**src/rtl/m_mem_access.sv**
```systemverilog
// ---------------------------------------------------------------------------
// m_mem_access
//
// M-stage memory access controller. Sits directly upstream of the
// load-extension / AdEL stage.
//   * Checks store addresses against the data memory / timer map and raises
//     AdES combinationally.
//   * Builds byte strobes and lane-replicated write data for SW/SH/SB.
//   * Issues one req/ready bus transaction per live memory instruction and
//     stalls F/D/E/M until it completes (IDLE -> BUSY -> DONE).
//   * Registers the raw read word (or_rdata), flagged by o_rdata_valid for
//     the single DONE cycle of the instruction that produced it.
//
// Optional feature macro: MEM_TIMEOUT_EN
//   defined   : BUSY gives up after TIMEOUT_CYCLES cycles without ready,
//               returns a zero read word and pulses o_bus_err in DONE.
//   undefined : BUSY waits indefinitely, o_bus_err is tied low.
//
// Ports
//   i_clk, i_reset          clock, asynchronous active-high reset
//   i_valid/i_load/i_store  live M-stage instruction and its kind
//   i_stOp                  store width (0 SW, 1 SH, 2 SB)
//   i_Addr, i_wdata         effective address, store source value
//   i_exc_DMOv              address-calculation overflow
//   i_kill                  instruction flushed / already excepted
//   o_stall                 freeze F/D/E/M
//   or_rdata, o_rdata_valid registered raw read word and its valid flag
//   o_exc_AdES              store address exception (combinational)
//   o_bus_*                 request-side bus signals (held stable in BUSY)
//   i_bus_ready/i_bus_rdata slave completion and read data
//   o_bus_err               timeout pulse in DONE
// ---------------------------------------------------------------------------
module m_mem_access #(
    parameter int TIMEOUT_CYCLES = 255
) (
    input  logic        i_clk,
    input  logic        i_reset,
    input  logic        i_valid,
    input  logic        i_load,
    input  logic        i_store,
    input  logic [1:0]  i_stOp,
    input  logic [31:0] i_Addr,
    input  logic [31:0] i_wdata,
    input  logic        i_exc_DMOv,
    input  logic        i_kill,
    output logic        o_stall,
    output logic [31:0] or_rdata,
    output logic        o_rdata_valid,
    output logic        o_exc_AdES,
    output logic        o_bus_req,
    output logic        o_bus_we,
    output logic [31:0] o_bus_addr,
    output logic [3:0]  o_bus_wstrb,
    output logic [31:0] o_bus_wdata,
    input  logic        i_bus_ready,
    input  logic [31:0] i_bus_rdata,
    output logic        o_bus_err
);

    typedef enum logic [1:0] {
        IDLE = 2'd0,
        BUSY = 2'd1,
        DONE = 2'd2
    } state_t;

    state_t state_reg;
    state_t state_next;

    // ------------------------------------------------------------------
    // Store address checking
    // ------------------------------------------------------------------
    logic is_sh;
    logic is_sb;
    logic is_sw;
    logic in_dm;
    logic in_tc0;
    logic in_tc1;
    logic misaligned;
    logic narrow_io;
    logic count_reg_hit;
    logic start;

    assign is_sh = (i_stOp == 2'd1);
    assign is_sb = (i_stOp == 2'd2);
    // Encoding 3 is unused; it falls back to word behaviour.
    assign is_sw = !is_sh && !is_sb;

    assign in_dm  = (i_Addr <= 32'h0000_2FFF);
    assign in_tc0 = (i_Addr >= 32'h0000_7F00) && (i_Addr <= 32'h0000_7F0B);
    assign in_tc1 = (i_Addr >= 32'h0000_7F10) && (i_Addr <= 32'h0000_7F1B);

    assign misaligned    = (is_sw && (i_Addr[1:0] != 2'b00)) || (is_sh && i_Addr[0]);
    // Timer registers only accept full-word stores.
    assign narrow_io     = !is_sw && (i_Addr >= 32'h0000_7F00);
    // COUNT registers are read-only.
    assign count_reg_hit = (i_Addr == 32'h0000_7F08) || (i_Addr == 32'h0000_7F18);

    assign o_exc_AdES = i_store && i_valid &&
                        (misaligned || !(in_dm || in_tc0 || in_tc1) ||
                         narrow_io || count_reg_hit || i_exc_DMOv);

    assign start = i_valid && (i_load || i_store) && !i_kill && !o_exc_AdES;

    // ------------------------------------------------------------------
    // Strobes and lane-replicated write data
    // ------------------------------------------------------------------
    logic [3:0]  store_strb;
    logic [31:0] store_data;

    always_comb begin
        store_strb = 4'b1111;
        store_data = i_wdata;
        if (is_sh) begin
            store_strb = i_Addr[1] ? 4'b1100 : 4'b0011;
            store_data = {2{i_wdata[15:0]}};
        end else if (is_sb) begin
            store_strb = 4'b0001 << i_Addr[1:0];
            store_data = {4{i_wdata[7:0]}};
        end
    end

    // ------------------------------------------------------------------
    // Optional bus timeout
    // ------------------------------------------------------------------
    logic expire;

`ifdef MEM_TIMEOUT_EN
    localparam int CW = ($clog2(TIMEOUT_CYCLES + 1) > 8) ? $clog2(TIMEOUT_CYCLES + 1) : 8;

    logic [CW-1:0] wait_cnt_reg;

    // Expiry is only declared when ready is absent: a late ready wins.
    assign expire = (state_reg == BUSY) && !i_bus_ready &&
                    (wait_cnt_reg == CW'(TIMEOUT_CYCLES - 1));

    always_ff @(posedge i_clk or posedge i_reset) begin
        if (i_reset) begin
            wait_cnt_reg <= '0;
        end else if (state_reg != BUSY) begin
            // Holds zero outside BUSY, so every BUSY entry starts from zero.
            wait_cnt_reg <= '0;
        end else if (!i_bus_ready) begin
            wait_cnt_reg <= wait_cnt_reg + 1'b1;
        end
    end
`else
    logic unused_timeout;

    assign expire         = 1'b0;
    assign unused_timeout = (TIMEOUT_CYCLES != 0);
`endif

    // ------------------------------------------------------------------
    // FSM
    // ------------------------------------------------------------------
    always_ff @(posedge i_clk or posedge i_reset) begin
        if (i_reset) begin
            state_reg <= IDLE;
        end else begin
            state_reg <= state_next;
        end
    end

    always_comb begin
        state_next = state_reg;
        o_stall    = 1'b0;
        o_bus_req  = 1'b0;
        case (state_reg)
            IDLE: begin
                o_stall = start;
                if (start) begin
                    state_next = BUSY;
                end
            end
            BUSY: begin
                o_stall   = 1'b1;
                o_bus_req = 1'b1;
                if (i_bus_ready || expire) begin
                    state_next = DONE;
                end
            end
            DONE: begin
                // Pipeline advances on this edge; the instruction never restarts.
                state_next = IDLE;
            end
            default: begin
                state_next = IDLE;
            end
        endcase
    end

    // ------------------------------------------------------------------
    // Bus request registers, read word, status pulses
    // ------------------------------------------------------------------
    logic        we_reg;
    logic [31:0] addr_reg;
    logic [3:0]  wstrb_reg;
    logic [31:0] wdata_reg;
    logic [31:0] rdata_reg;
    logic        rdata_valid_reg;
    logic        bus_err_reg;
    logic        kill_reg;

    always_ff @(posedge i_clk or posedge i_reset) begin
        if (i_reset) begin
            we_reg          <= 1'b0;
            addr_reg        <= 32'h0;
            wstrb_reg       <= 4'b0000;
            wdata_reg       <= 32'h0;
            rdata_reg       <= 32'h0;
            rdata_valid_reg <= 1'b0;
            bus_err_reg     <= 1'b0;
            kill_reg        <= 1'b0;
        end else begin
            rdata_valid_reg <= 1'b0;
            bus_err_reg     <= 1'b0;
            case (state_reg)
                IDLE: begin
                    if (start) begin
                        we_reg    <= i_store;
                        addr_reg  <= {i_Addr[31:2], 2'b00};
                        wstrb_reg <= i_store ? store_strb : 4'b0000;
                        wdata_reg <= i_store ? store_data : 32'h0;
                        kill_reg  <= 1'b0;
                    end
                end
                BUSY: begin
                    // A kill cannot abort the bus cycle; remember it so the
                    // result is not flagged valid for a flushed instruction.
                    if (i_kill) begin
                        kill_reg <= 1'b1;
                    end
                    if (i_bus_ready) begin
                        if (!we_reg) begin
                            rdata_reg <= i_bus_rdata;
                        end
                        rdata_valid_reg <= !(kill_reg || i_kill);
                    end else if (expire) begin
                        rdata_reg       <= 32'h0;
                        bus_err_reg     <= 1'b1;
                        rdata_valid_reg <= !(kill_reg || i_kill);
                    end
                end
                default: begin
                end
            endcase
        end
    end

    assign o_bus_we      = we_reg;
    assign o_bus_addr    = addr_reg;
    assign o_bus_wstrb   = wstrb_reg;
    assign o_bus_wdata   = wdata_reg;
    assign or_rdata      = rdata_reg;
    assign o_rdata_valid = rdata_valid_reg;
    assign o_bus_err     = bus_err_reg;

endmodule

```
**config.mk**
```make
export PLATFORM = sky130hd
export DESIGN_NAME = m_mem_access
export DESIGN_NICKNAME = d
export VERILOG_FILES = /design/src/rtl/m_mem_access.sv
export SDC_FILE = /design/constraint.sdc
export NUM_CORES = 1
export LEC_CHECK = 0
export CORE_ASPECT_RATIO = 0.7
export CORE_MARGIN = 2
export CORE_UTILIZATION = 46
export CTS_BUF_LIST = sky130_fd_sc_hd__clkbuf_4 sky130_fd_sc_hd__clkbuf_8
export DETAILED_ROUTE_END_ITERATION = 8
export PLACE_DENSITY = 0.94
export SETUP_SLACK_MARGIN = 0.1
export SLEW_MARGIN = 20
export SYNTH_ARGS = -nofsm -noshare
export SYNTH_HDL_FRONTEND = slang
export SYNTH_SLANG_ARGS = --single-unit
```
**constraint.sdc**
```tcl
create_clock -name i_clk -period 6.2 [get_ports i_clk]
set_clock_uncertainty 0.1 [all_clocks]
set_input_delay 1.24 -clock i_clk [delete_from_list [all_inputs] [get_ports i_clk]]
set_output_delay 1.24 -clock i_clk [all_outputs]
set_load 0.02 [all_outputs]
```
Yosys cells after proc, flatten, opt, wreduce, memory -nomap -nowiden. Cells that the tools add are included.

Output and inout bits: 106. Bits of input ports: 106. Word-level logic and storage cells: 75. Register bits: 103.

Shift-type cells: 1. Equal/unequal tests: 8. Bitwise gates (word level): 1. Magnitude comparators: 5. Multiplexer cells: 17. Reduce and logical (&&, ||, !) cells: 35.

Operators with widths (number): $mux 32 (3); $eq 32x15->1 const B (2); $ge 32x15->1 const B (2); $le 32x15->1 const B (2); $le 32x14->1 const B (1); $mux 4 (4); $logic_and 1x1->1 (11); $logic_or 1x1->1 (10); $logic_not 1->1 (7); $ne 2x2->1 const B (3); $reduce_and 3->1 (2); $mux 1 (5); $eq 2x1->1 const B (2); $mux 2 (2); $pmux 1 s2 (2); $pmux 2 s2 (1); $reduce_and 2->1 (2); $reduce_bool 2->1 (2); $shl 1x2->4 const A (1); $eq 2x2->1 const B (1); $logic_not 2->1 (1); $not 1->1 (1).

Longest topological paths before layout.
Depth after elaboration: 14. Gate-level depth with buffers: 9.

Worst setup path before layout. No wires, ideal clock.

Path type: input port to output port. From: in i_stOp[0]. To: out o_stall. Data required time: 4.860 ns. Cell stages on the path: 7. Path slack: 1.619 ns. Arrival time: 3.241 ns. Cell sequence: inv_1 > ha_1 > or2b_2 > or4_1 > a211oi_2 > mux2i_1 > o21ai_0.

Cells in the longest elaborated chain, start to end: 13. Elaborated cells on any way between the ends: 18.

RTL lines: from (decl) (RTL line 41) `input logic [1:0] i_stOp,`; $eq 2x1->1 / $eq 2x2->1 (equally long branches) (RTL line 83, 84); $logic_not 1->1 (RTL line 86) `assign is_sw = !is_sh && !is_sb;`; $logic_and 1x1->1 (RTL line 86); $logic_and 1x1->1 (RTL line 92) `assign misaligned = (is_sw && (i_Addr[1:0] != 2'b00)) || (is_sh && i_Addr[0]);`; $logic_or 1x1->1 (RTL line 92); $logic_or 1x1->1 (RTL line 99) `(misaligned || !(in_dm || in_tc0 || in_tc1) ||`; $logic_or 1x1->1 (*) (RTL line 99); $logic_or 1x1->1 (*) (2 in series) (RTL line 100) `narrow_io || count_reg_hit || i_exc_DMOv);`; $logic_and 1x1->1 (*) (RTL line 98) `assign o_exc_AdES = i_store && i_valid &&`; $logic_not 1->1 (*) (RTL line 102) `assign start = i_valid && (i_load || i_store) && !i_kill && !o_exc_AdES;`; $logic_and 1x1->1 (*) (RTL line 102); $pmux 1 s2 (*) (RTL line 168) `case (state_reg)`; to (decl) (RTL line 46) `output logic o_stall,`.

Mark *: on every way between the ends. The rest lies on a longest branch, timed or not.

Worst setup path after layout. Same ends and word-level chain as after synthesis.

==> flow_summary.toml <==
[run_status]
status = "completed"

[yosys]
synth_warnings = 0
synth_edf_count = 0
async_flop_share_pct = 100
synth_ff_type = "dfrtp_1"
synth_area_um2 = 4580
synthTopCellsByArea = "dfrtp_1, mux2_2, mux2i_1"
ys_seq_elements = 103
syn_inst = 356
syn_avg_cell_area_um2 = 12.9
yosysTopAreaCellShare_pct = 56.3
ys_seq_area_share_pct = 56.3
yosysTopAreaCell = "dfrtp_1"
yosysUniqueCellTypes = 35

[sta]
worst_slew_pin_slew_ns = 0.799
finalSetupTns_ns = 0
setup_viol_count_final = 0
fin_crit_ns = 5.73
worst_slew_margin_rel_pct = 46.5
hold_viol = 0
hold_ws_ns = 0.393
rsz0062_at_grt = "no"
fin_crit_sh_pct = 92.4
fmax_ghz = 0.175
layout_setup_ws_ns = 0.470
drv_slew = 0

[detailed_routing]
wl_per_cell_um = 17.7
routed_wl_um = 12300
firstDrtPassIters = 4
vias_per_cell = 5.09
drc_errors = 0
ant_nets = 0
first_iter_violations = 131
vias = 3525

[clock_tree]
cts_tree = "done"
cts-buffers-inserted = 9
clockRootBuffer = "clkbuf_8"
post_cts_resized = 0
ctsHoldBuffers = 0
post-cts-setup-buffers = 0
cts_buffer_depth = 2
htreeDepth = 3
clk_pin_slew_ns = 0.08
cts_sinks = 103
insertion_delay_ns = 0.36

[min_path]
min_path_type = "reg -> reg"

[global_routing]
top_usage_layer = "met2"
track_usage_pct = 23.4
met3_usage_pct = 10.1
grt_start_max_net_pins = 55
grt_pass1_vias = 3726
antenna_found_initial = 0
grt_first_pass_wirelength_um = 18900
use_met1_pct = 27.4
gr-total-overflow = 0
grt_util_met2_pct = 39.4

[place]
port_buffers = 208
placed_cell_area_um2 = 6760
pre_cts_slack_ns = 0.493
gp_congestion = 0.847
post-dp-hpwl_um = 9380

[die]
dieWidth_um = 123
coreArea_um2 = 9680
ios = 212
die_h_um = 87.5
start_util_pct = 47.3
num_rows = 30
die_area_um2 = 10800

[power_and_ir_drop]
pwr-share-comb_pct = 41.4
leakagePower_nw = 3.04
net-switching-power_w = 0.000763
p_int_w = 0.00154
ir_drop_uv = 260
power_density_nw_per_um2 = 331
pwr-share-seq_pct = 41.2
p_clk_share_pct = 17.4
p_sw_share_pct = 33.2

[worst_setup_path]
required_ns = 4.86
worstPathMaxFanout = 4
start_kind = "primary input"
cp.arrival_ns = 4.39
crit_type = "in -> out"
cp-end-kind = "primary output"

[finish]
multiInputGateArea_um2 = 1820
nFillCells = 655
area_growth_pct = 51.8
mostFrequentLayoutCells = "clkdlybuf4s50_1, dfrtp_1, mux2_2, nand2_1, mux2i_1"
final_common_cell = "clkdlybuf4s50_1"
antenna_cells = 0
seq_area_um2 = 2580
layout-drive-gt1-share_pct = 18.9
nets = 668
final_area_um2 = 6950

[run]
max_cap_violations = 0
[synthesized netlist by cell type (2+ instances only)]
cell type / count
inv_1: 15
nor4_1: 4
o21ai_0: 3
buf_6: 5
nand2_1: 29
a21oi_1: 12
clkbuf_1: 13
a21boi_0: 8
buf_4: 3
o2bb2ai_1: 13
ha_1: 2
mux2_4: 5
dfrtp_1: 103
nand2b_1: 2
mux2_2: 73
mux2i_1: 25
nor2_1: 16
nor2b_1: 8
[power groups by stage]
stage	combinational, W	clock, W	sequential [W]
floorplan	0.000235	0	0.00117
global placement	0.000937	0	0.000945
detailed placement	0.000958	0	0.000959
CTS	0.000963	0.000415	0.000949
global route	0.00101	0.000445	0.000970
finish	0.000953	0.000401	0.000948
[stage by stage]
step	power, W	util (%)	cells
finish	0.00230	71.8	693
global route	0.00243	71.8	693
CTS	0.00233	71.8	693
detailed placement	0.00192	69.8	677
global placement	0.00188	69.6	676
floorplan	0.00141	-	358
[final cells by class]
type / count / area share, %
flip-flops and latches: 103 / 37.1
repair buffers: 214 / 30.9
multi-input cells: 217 / 26.2
well taps: 128 / 2.30
clock buffers: 12 / 2.29
inverters: 15 / 0.846
clock inverters: 4 / 0.432
[worst max-delay path, stage by stage]
cell             delay (ns)
clkdlybuf4s50_1        0.49
inv_1                  0.05
ha_1                   0.29
or2b_2                 0.29
or4_1                  0.49
a211oi_2               0.45
mux2i_1                0.17
o21ai_0                0.24
clkdlybuf4s50_1        0.68
[logic make-up (layout without fill, tap and decap cells)]
family | after synthesis | in the layout | share of synthesized area [%]
multiplexers | 103 | 103 | 25.0
AO/OA/AOI/OAI | 42 | 42 | 6.75
other | 1 | 3 | 0.0819
flip-flops | 103 | 103 | 56.3
buffers and inverters | 38 | 245 | 4.45
AND/OR/NAND/NOR | 67 | 67 | 6.86
adder cells (fa/ha/maj) | 2 | 2 | 0.546
[worst paths after layout]
kind	from	end	slack (ns)	cells after the start
max	i_stOp[0]	o_stall	0.47	9
min	o_bus_wdata[30]	o_bus_wdata[30]	0.39	1
max reg2reg	state_reg[1]	o_bus_wdata[19]	4.12	6
min reg2reg	o_bus_wdata[30]	o_bus_wdata[30]	0.39	1
max in group asynchronous	i_reset	or_rdata[11]	3.66	3
min in group asynchronous	i_reset	or_rdata[29]	1.22	2
[layer usage]
layer  wire [um]  vias to the layer above
met5           0                        -
met3        1250                       18
met2        6010                      158
met1        4850                     1710
li1            -                     1639
met4         176                        0
No activity file was read; power rests on OpenSTA's default activity.
